## src/rtl/div32_seq_if.sv

```systemverilog
// Handshake and result bus between the control unit and the sequential divider.
// The control unit is the master; the divider is the slave.
interface div32_seq_if #(
  parameter int WIDTH = 32
);
  logic             start;
  logic             signed_op;
  logic [WIDTH-1:0] dividend;
  logic [WIDTH-1:0] divisor;
  logic             busy;
  logic             done;
  logic [WIDTH-1:0] quotient;
  logic [WIDTH-1:0] remainder;
  logic             div_by_zero;

  modport master (
    output start, signed_op, dividend, divisor,
    input  busy, done, quotient, remainder, div_by_zero
  );

  modport slave (
    input  start, signed_op, dividend, divisor,
    output busy, done, quotient, remainder, div_by_zero
  );
endinterface

```

## src/rtl/div32_seq.sv

```systemverilog
// Multi-cycle signed/unsigned restoring divider: strip signs, run WIDTH
// shift/subtract iterations on magnitudes, then re-apply signs to the results.
module div32_seq #(
  parameter int WIDTH = 32
) (
  input  logic        clk,
  input  logic        rst_n,
  div32_seq_if.slave  bus
);
  localparam int CW = $clog2(WIDTH + 1);

  typedef enum logic [1:0] {IDLE, PREP, ITER, FIX} state_t;

  state_t           state_reg, state_next;
  logic [CW-1:0]    cnt_reg;
  logic [WIDTH-1:0] dvd_reg, dvs_reg, rem_reg, quo_reg;
  logic [WIDTH-1:0] quotient_reg, remainder_reg;
  logic             sop_reg, sign_q_reg, sign_r_reg;
  logic             busy_reg, done_reg, dbz_reg;
  logic [WIDTH:0]   trial, diff;
  logic             div_zero;

  // One extra bit on the trial subtract so its MSB acts as the borrow.
  always_comb begin
    trial    = {rem_reg, quo_reg[WIDTH-1]};
    diff     = trial - {1'b0, dvs_reg};
    div_zero = (dvs_reg == '0);
  end

  always_ff @(posedge clk or negedge rst_n) begin
    if (!rst_n) state_reg <= IDLE;
    else        state_reg <= state_next;
  end

  always_comb begin
    state_next = state_reg;
    case (state_reg)
      IDLE: if (bus.start) state_next = PREP;
      PREP: state_next = div_zero ? IDLE : ITER;
      ITER: if (cnt_reg == CW'(1)) state_next = FIX;
      FIX:  state_next = IDLE;
      default: state_next = IDLE;
    endcase
  end

  always_ff @(posedge clk or negedge rst_n) begin
    if (!rst_n) begin
      cnt_reg       <= '0;
      dvd_reg       <= '0;
      dvs_reg       <= '0;
      rem_reg       <= '0;
      quo_reg       <= '0;
      quotient_reg  <= '0;
      remainder_reg <= '0;
      sop_reg       <= 1'b0;
      sign_q_reg    <= 1'b0;
      sign_r_reg    <= 1'b0;
      busy_reg      <= 1'b0;
      done_reg      <= 1'b0;
      dbz_reg       <= 1'b0;
    end else begin
      done_reg <= 1'b0;
      case (state_reg)
        IDLE: begin
          if (bus.start) begin
            dvd_reg  <= bus.dividend;
            dvs_reg  <= bus.divisor;
            sop_reg  <= bus.signed_op;
            busy_reg <= 1'b1;
          end
        end
        PREP: begin
          sign_q_reg <= sop_reg & (dvd_reg[WIDTH-1] ^ dvs_reg[WIDTH-1]);
          sign_r_reg <= sop_reg & dvd_reg[WIDTH-1];
          // abs(-2^(WIDTH-1)) wraps to itself, which is the correct unsigned magnitude.
          quo_reg    <= (sop_reg && dvd_reg[WIDTH-1]) ? -dvd_reg : dvd_reg;
          dvs_reg    <= (sop_reg && dvs_reg[WIDTH-1]) ? -dvs_reg : dvs_reg;
          rem_reg    <= '0;
          cnt_reg    <= CW'(WIDTH);
          if (div_zero) begin
            quotient_reg  <= '1;
            remainder_reg <= dvd_reg;
            dbz_reg       <= 1'b1;
            done_reg      <= 1'b1;
            busy_reg      <= 1'b0;
          end
        end
        ITER: begin
          if (!diff[WIDTH]) begin
            rem_reg <= diff[WIDTH-1:0];
            quo_reg <= {quo_reg[WIDTH-2:0], 1'b1};
          end else begin
            rem_reg <= trial[WIDTH-1:0];
            quo_reg <= {quo_reg[WIDTH-2:0], 1'b0};
          end
          cnt_reg <= cnt_reg - CW'(1);
        end
        FIX: begin
          quotient_reg  <= sign_q_reg ? -quo_reg : quo_reg;
          remainder_reg <= sign_r_reg ? -rem_reg : rem_reg;
          dbz_reg       <= 1'b0;
          done_reg      <= 1'b1;
          busy_reg      <= 1'b0;
        end
        default: ;
      endcase
    end
  end

  assign bus.busy        = busy_reg;
  assign bus.done        = done_reg;
  assign bus.quotient    = quotient_reg;
  assign bus.remainder   = remainder_reg;
  assign bus.div_by_zero = dbz_reg;
endmodule
```

## src/flat_wrapper.sv

```systemverilog
// flat-port wrapper written by rule: the top's interface ports become plain ports
module div32_seq_flat 
#(
  parameter int WIDTH = 32
)
  (clk, rst_n, bus_start, bus_signed_op, bus_dividend, bus_divisor, bus_busy, bus_done, bus_quotient, bus_remainder, bus_div_by_zero);
  div32_seq_if #(.WIDTH(WIDTH)) bus_i ();
  input  logic clk;
  input  logic rst_n;
  input wire logic [$bits(bus_i.start)-1:0] bus_start;
  input wire logic [$bits(bus_i.signed_op)-1:0] bus_signed_op;
  input wire logic [$bits(bus_i.dividend)-1:0] bus_dividend;
  input wire logic [$bits(bus_i.divisor)-1:0] bus_divisor;
  output wire logic [$bits(bus_i.busy)-1:0] bus_busy;
  output wire logic [$bits(bus_i.done)-1:0] bus_done;
  output wire logic [$bits(bus_i.quotient)-1:0] bus_quotient;
  output wire logic [$bits(bus_i.remainder)-1:0] bus_remainder;
  output wire logic [$bits(bus_i.div_by_zero)-1:0] bus_div_by_zero;
  assign bus_i.start = bus_start;
  assign bus_i.signed_op = bus_signed_op;
  assign bus_i.dividend = bus_dividend;
  assign bus_i.divisor = bus_divisor;
  assign bus_busy = bus_i.busy;
  assign bus_done = bus_i.done;
  assign bus_quotient = bus_i.quotient;
  assign bus_remainder = bus_i.remainder;
  assign bus_div_by_zero = bus_i.div_by_zero;
  div32_seq #(.WIDTH(WIDTH)) u_core (.clk(clk), .rst_n(rst_n), .bus(bus_i));
endmodule
```

## config.mk

```make
export PLATFORM = sky130hd
export DESIGN_NAME = div32_seq_flat
export DESIGN_NICKNAME = d
export VERILOG_FILES = /design/src/rtl/div32_seq_if.sv /design/src/rtl/div32_seq.sv /design/src/flat_wrapper.sv
export SDC_FILE = /design/constraint.sdc
export NUM_CORES = 1
export LEC_CHECK = 0
export CORE_ASPECT_RATIO = 1.2
export CORE_UTILIZATION = 40
export DETAILED_ROUTE_END_ITERATION = 8
export MAX_ROUTING_LAYER = met4
export PLACE_DENSITY = 0.62
export SYNTH_ARGS = -nofsm -noshare
export SYNTH_HDL_FRONTEND = slang
export SYNTH_SLANG_ARGS = --single-unit
export TNS_END_PERCENT = 50
```

## constraint.sdc

```tcl
create_clock -name clk -period 3.1 [get_ports clk]
set_input_delay 0.62 -clock clk [delete_from_list [all_inputs] [get_ports clk]]
set_output_delay 0.62 -clock clk [all_outputs]
set_load 0.03 [all_outputs]
```

# [Word-level counts from Yosys, hierarchy flattened]
# Index checks and enable logic that the tools add are counted.
[classes] add_sub_neg=6 n_eq_ne=8 mux=26 n_bitwise=3 n_reduce_logical=13
[ops] operator="one-hot mux 32 bit (2 select lines)" n=5
[ops] operator="two-way mux 32 bit" n=8
[ops] operator="negation 32 bit" n=4
[ops] operator="subtractor 33 x 32 -> 33 bit" n=1
[ops] operator="zero test 32 bit" n=1
[ops] operator="one-hot mux 6 bit (2 select lines)" n=1
[ops] operator="one-hot mux 2 bit (4 select lines)" n=1
[ops] operator="== test 6 x 1 -> 1 bit (second input constant)" n=1
[ops] operator="two-way mux 2 bit" n=3
[ops] operator="inequality test 2 x 1 -> 1 bit (second input constant)" n=3
[ops] operator="AND reduction 2 bit" n=3
[ops] operator="AND reduction 3 bit" n=2
[ops] operator="nonzero test 2 bit" n=3
[ops] operator="subtractor 6 x 1 -> 6 bit (second input constant)" n=1
[ops] operator="two-way mux 1 bit" n=5
[ops] operator="== test 2 bit (second input constant)" n=2
[ops] operator="one-hot mux 1 bit (2 select lines)" n=2
[ops] operator="one-hot mux 1 bit (3 select lines)" n=1
[ops] operator="nonzero test 3 bit" n=1
[ops] operator="AND 1 bit" n=2
[ops] operator="== test 2 x 1 -> 1 bit (second input constant)" n=1
[ops] operator="logical AND 1 bit" n=2
[ops] operator="zero test 2 bit" n=1
[ops] operator="inequality test 2 bit (second input constant)" n=1
[ops] operator="bitwise XOR 1 bit" n=1
[totals] register_bits=206 in_bits=68

# [Logic depth before layout (Yosys ltp)]
[depth] ltp_word=3 mapped_depth=14 depth_no_buf=12

# [Least setup slack after synthesis]
# Ideal clock, no wire load.
[synth_path] kind="flip-flop to flip-flop" start="reg u_core.rem_reg[8]" end="reg u_core.rem_reg[24]" setup_time_ns=0.141 arrival_time_ns=2.952 required_time_ns=2.959 setup_slack_ns=0.007 stages_incl_launch_ff=12 synth_period_minus_slack_ns=3.093 path_cell_list="dfrtp_1 ha_1 a21oi_1 o21ai_1 a221o_1 a2111oi_4 nor3_1 or2_1 o311ai_4 buf_2 mux2i_1 o22ai_1"
[synth_between] elab_chain_len=3
[synth_rtl] item="start, declared" line="div32_seq.sv:16" rtl="logic [WIDTH-1:0] dvd_reg, dvs_reg, rem_reg, quo_reg;"
[synth_rtl] item="start signal, assigned" line="div32_seq.sv:90" rtl="rem_reg <= diff[WIDTH-1:0];"
[synth_rtl] item="start signal, assigned" line="div32_seq.sv:93" rtl="rem_reg <= trial[WIDTH-1:0];"
[synth_rtl] item="subtractor 33 x 32 -> 33 bit" line="div32_seq.sv:26" rtl="diff = trial - {1'b0, dvs_reg};"
[synth_rtl] item="two-way mux 32 bit" line="div32_seq.sv:89" rtl="if (!diff[WIDTH]) begin"
[synth_rtl] item="one-hot mux 32 bit (2 select lines)" line="div32_seq.sv:63" rtl="case (state_reg)"
# Every way passes these cells.
# A chain may end at the register's enable or synchronous reset.

# [Worst setup path after layout]
[layout_path] start="reg u_core.dvs_reg[15]" end="reg u_core.rem_reg[6]"
[layout_between] elab_chain_len=3
[layout_rtl] item="start, declared" line="div32_seq.sv:16"
[layout_rtl] item="start signal, assigned" line="div32_seq.sv:67" rtl="dvs_reg <= bus.divisor;"
[layout_rtl] item="start signal, assigned" line="div32_seq.sv:77" rtl="dvs_reg <= (sop_reg && dvs_reg[WIDTH-1]) ? -dvs_reg : dvs_reg;"
[layout_rtl] item="subtractor 33 x 32 -> 33 bit" line="div32_seq.sv:26"
[layout_rtl] item="two-way mux 32 bit" line="div32_seq.sv:89"
[layout_rtl] item="one-hot mux 32 bit (2 select lines)" line="div32_seq.sv:63"
# Every way passes these cells.

==> flow_summary.json <==
{
  "status": "finished, violations left",
  "violations": "negative setup slack",
  "synth-edff-count": 0,
  "n_antenna_cell": 0,
  "grt_overflow_total": 0,
  "die_width_um": 167,
  "layout_setup_ws_ns": -0.0582,
  "use_met1_pct": 29.1,
  "cp-end-kind": "register",
  "synth_top_area_cell": "dfrtp_1",
  "critPathTopFamily": "compound AO/OA/AOI/OAI gates",
  "grt_pass1_wl_um": 60800,
  "slowest_stage": "dfrtp_1",
  "cts.reportedPaths.clkPinSlew_ns": 0.06,
  "power_leakage_nw": 7.56,
  "slew-limit-headroom_pct": 27.1,
  "cp_common_cell": "buf_12",
  "postPlaceCellArea_um2": 16000,
  "critPathKind": "reg -> reg",
  "io_pins": 135,
  "grt_pass1_vias": 11800,
  "finalWirelength_um": 38100,
  "crit_buf_inv": 4,
  "initial_utilization_pct": 40.7,
  "crit_fanout": 8,
  "synth_area_um2": 13100,
  "port_buffers": 134,
  "final.setup.tns_ns": -0.621,
  "pre_cts_ws_ns": -0.191,
  "synth-compound-area-share_pct": 20.8,
  "vdd.ir_drop.worst_mv": 0.520,
  "grt_max_degree": 86,
  "ys_async_sr_fraction_pct": 100,
  "required_ns": 3.49,
  "hold_viol_final": 0,
  "clk_latency_ns": 0.52,
  "busiest_layer": "met2",
  "vias_per_cell": 5.52,
  "p_sw_share_pct": 43.8,
  "skew_ns": 0.00838,
  "ys_ff_latch": 206,
  "final-seq-area_um2": 5160,
  "fill_cells": 2939,
  "drc": 0,
  "rsz0062_at_grt": "true",
  "gr-usage-met2_pct": 38.5,
  "ys_types": 81,
  "p_comb_share_pct": 54.8,
  "cts_sinks": 206,
  "synth_top_family_by_area": "compound AO/OA/AOI/OAI gates",
  "clockPowerShare_pct": 16.7,
  "clk_path_buf_depth": 3,
  "layout-area-overhead-vs-synth_pct": 32.9,
  "final_nets": 1862,
  "synthTopCellsByArea": "dfrtp_1 (39%), xor2_1 (5.1%), a21oi_1 (4.9%)",
  "multi_input_area_um2": 7760,
  "critical_path.cell_chain": "inv_2 -> ha_4 -> buf_6 -> nand4_1 -> nor2_1 -> a221o_1 -> a2111oi_4 -> nor3_2 -> or2_1 -> o311ai_4 -> buf_12 -> buf_12 -> mux2i_1 -> o22ai_1",
  "setup_viol": 19,
  "synth_top_area_share_pct": 39.2,
  "synthMuxAreaShare_pct": 7.62,
  "fmax_mhz": 317,
  "p_int_mw": 9.86,
  "cts_tree": "built",
  "numCtsBuffers": 24,
  "p_per_area_nw_per_um2": 1000,
  "final_util_pct": 54.2,
  "wl_per_cell_um": 17.5,
  "synth_area_per_cell_um2": 8.82,
  "yosys_warnings": 0,
  "dp_cells": 2108,
  "syn_inst": 1489,
  "ant_nets": 0,
  "fin_hold_ws_ns": 0.0897,
  "fin_area_um2": 17500,
  "totalPowerFinal_mw": 17.5,
  "cts_root_buffer": "clkbuf_16",
  "switching_power_mw": 7.69,
  "synth_xor_area_share_pct": 7.60,
  "synthSimpleGateAreaFrac_pct": 15.9,
  "h-tree-depth": 1,
  "firstDrtPassIters": 5,
  "period_needed_ns": 3.16,
  "yosys_most_used_dff": "dfrtp_1",
  "postCtsHoldBufs": 0,
  "stdcell_count": 2175,
  "r2r_start": "u_core.dvs_reg[15]",
  "startpoint_type": "register",
  "fp.dieH_um": 201,
  "drt_iter0_drc": 727,
  "max_stage_delay_ns": 0.39,
  "antenna_found_initial": 0,
  "seq_power_share_pct": 28.5,
  "core_area_um2": 32300,
  "gp_congestion": 0.889,
  "drive_above_1_share_pct": 20.8,
  "synth-adder-area-share_pct": 4.15,
  "crit_arrival_ns": 3.55,
  "synth.most_common_cell": "dfrtp_1",
  "synth.yosys.seq_area_share_pct": 39.2,
  "drv_slew": 0,
  "finalCritPeriodShare_pct": 102,
  "dp.final_hpwl_um": 27300,
  "num_rows": 72,
  "die_area_um2": 33600,
  "met3_usage_pct": 2.01,
  "maxCapViolations": 0,
  "cp-startpoint": "u_core.dvs_reg[15]",
  "routed-via-count": 12000,
  "hold_class": "in -> async",
  "worst_pin_slew_ns": 1.09,
  "grt_usage_pct": 22.7,
  "synthesis.nets": 1600,
  "ys_top_cells_by_count": "dfrtp_1 (206), nand2_1 (144), nor2_1 (139)"
}
==> worst reg2reg max path: stages (launching register included) <==
cell       delay (ns)
dfrtp_1          0.39
inv_2            0.09
ha_4             0.22
buf_6            0.12
nand4_1          0.10
nor2_1           0.07
a221o_1          0.33
a2111oi_4        0.37
nor3_2           0.12
or2_1            0.28
o311ai_4         0.35
buf_12           0.19
buf_12           0.12
mux2i_1          0.20
o22ai_1          0.09
==> what timing repair did <==
item                       CTS  global route
setup endpoints to repair   47            97
gates resized for setup     28            61
buffers inserted             6            10
cloned                       2             9
pin swaps                   15            23
==> cell usage in the layout (no fill, tap or decap), types with 7 or more instances in the layout <==
cell type,netlist,routed
nand3_1,35,34
or3_1,13,13
mux2i_1,37,36
ha_4,0,10
nand2_1,144,142
xor2_1,76,76
xnor2_1,38,38
o21ai_0,128,122
mux2_2,56,56
a21o_1,10,10
o311ai_1,2,7
buf_6,1,8
o22ai_1,30,30
a31oi_1,25,25
clkdlybuf4s50_1,0,133
a21oi_1,129,121
or4_1,9,9
buf_4,4,162
nor2b_1,8,8
inv_2,1,9
a211o_1,7,7
o41ai_1,14,14
nor3_1,18,16
clkbuf_16,0,30
inv_1,69,61
and3_1,13,12
nand4_1,10,10
dfrtp_1,206,205
nor2_1,139,137
nor4_1,10,10
ha_1,42,28
o31ai_1,26,26
==> layer usage <==
| metal | vias up | wire length (um) |
|---|---|---|
| li1 | 5887 | - |
| met1 | 5729 | 17100 |
| met2 | 329 | 18700 |
| met3 | 59 | 1570 |
| met4 | 0 | 802 |
| met5 | - | 0 |
==> power by group through the flow <==
stage | clock, mW | sequential [mW] | combinational, mW
2_1_floorplan | 0 | 5.50 | 5.29
3_3_place_gp | 0 | 4.97 | 9.01
3_5_place_dp | 0 | 5.01 | 9.16
4_1_cts | 2.99 | 4.98 | 9.32
5_1_grt | 3.08 | 5.16 | 10.5
6_report | 2.93 | 5.00 | 9.60
==> worst paths after layout <==
kind / to / slack [ns] / cells after the start
max in group asynchronous: u_core.dvs_reg[1] / 2.20 / 2
worst min register to register: u_core.bus.remainder[25] / 0.49 / 2
worst min-delay path: u_core.quo_reg[6] / 0.09 / 1
worst max register to register: u_core.rem_reg[6] / -0.06 / 14
worst max-delay path: u_core.rem_reg[6] / -0.06 / 14
min in group clk: u_core.bus.remainder[25] / 0.49 / 2
==> cell families (layout without fill, tap and decap cells) <==
family,count (synthesis),in the layout
adder cells (fa/ha/maj),43,43
AND/OR/NAND/NOR,442,442
multiplexers,93,93
buffers and inverters,155,433
XOR/XNOR,114,114
flip-flops,206,206
AO/OA/AOI/OAI,436,437
==> cell type report <==
| cell class | instances | share of cell area, % |
|---|---|---|
| multi-input cells | 1129 | 44.4 |
| flip-flops and latches | 206 | 29.5 |
| repair buffers | 319 | 16.9 |
| clock buffers | 33 | 4.04 |
| well taps | 407 | 2.92 |
| inverters | 71 | 1.53 |
| clock inverters | 10 | 0.645 |
(Power assumes the default switching activity.)
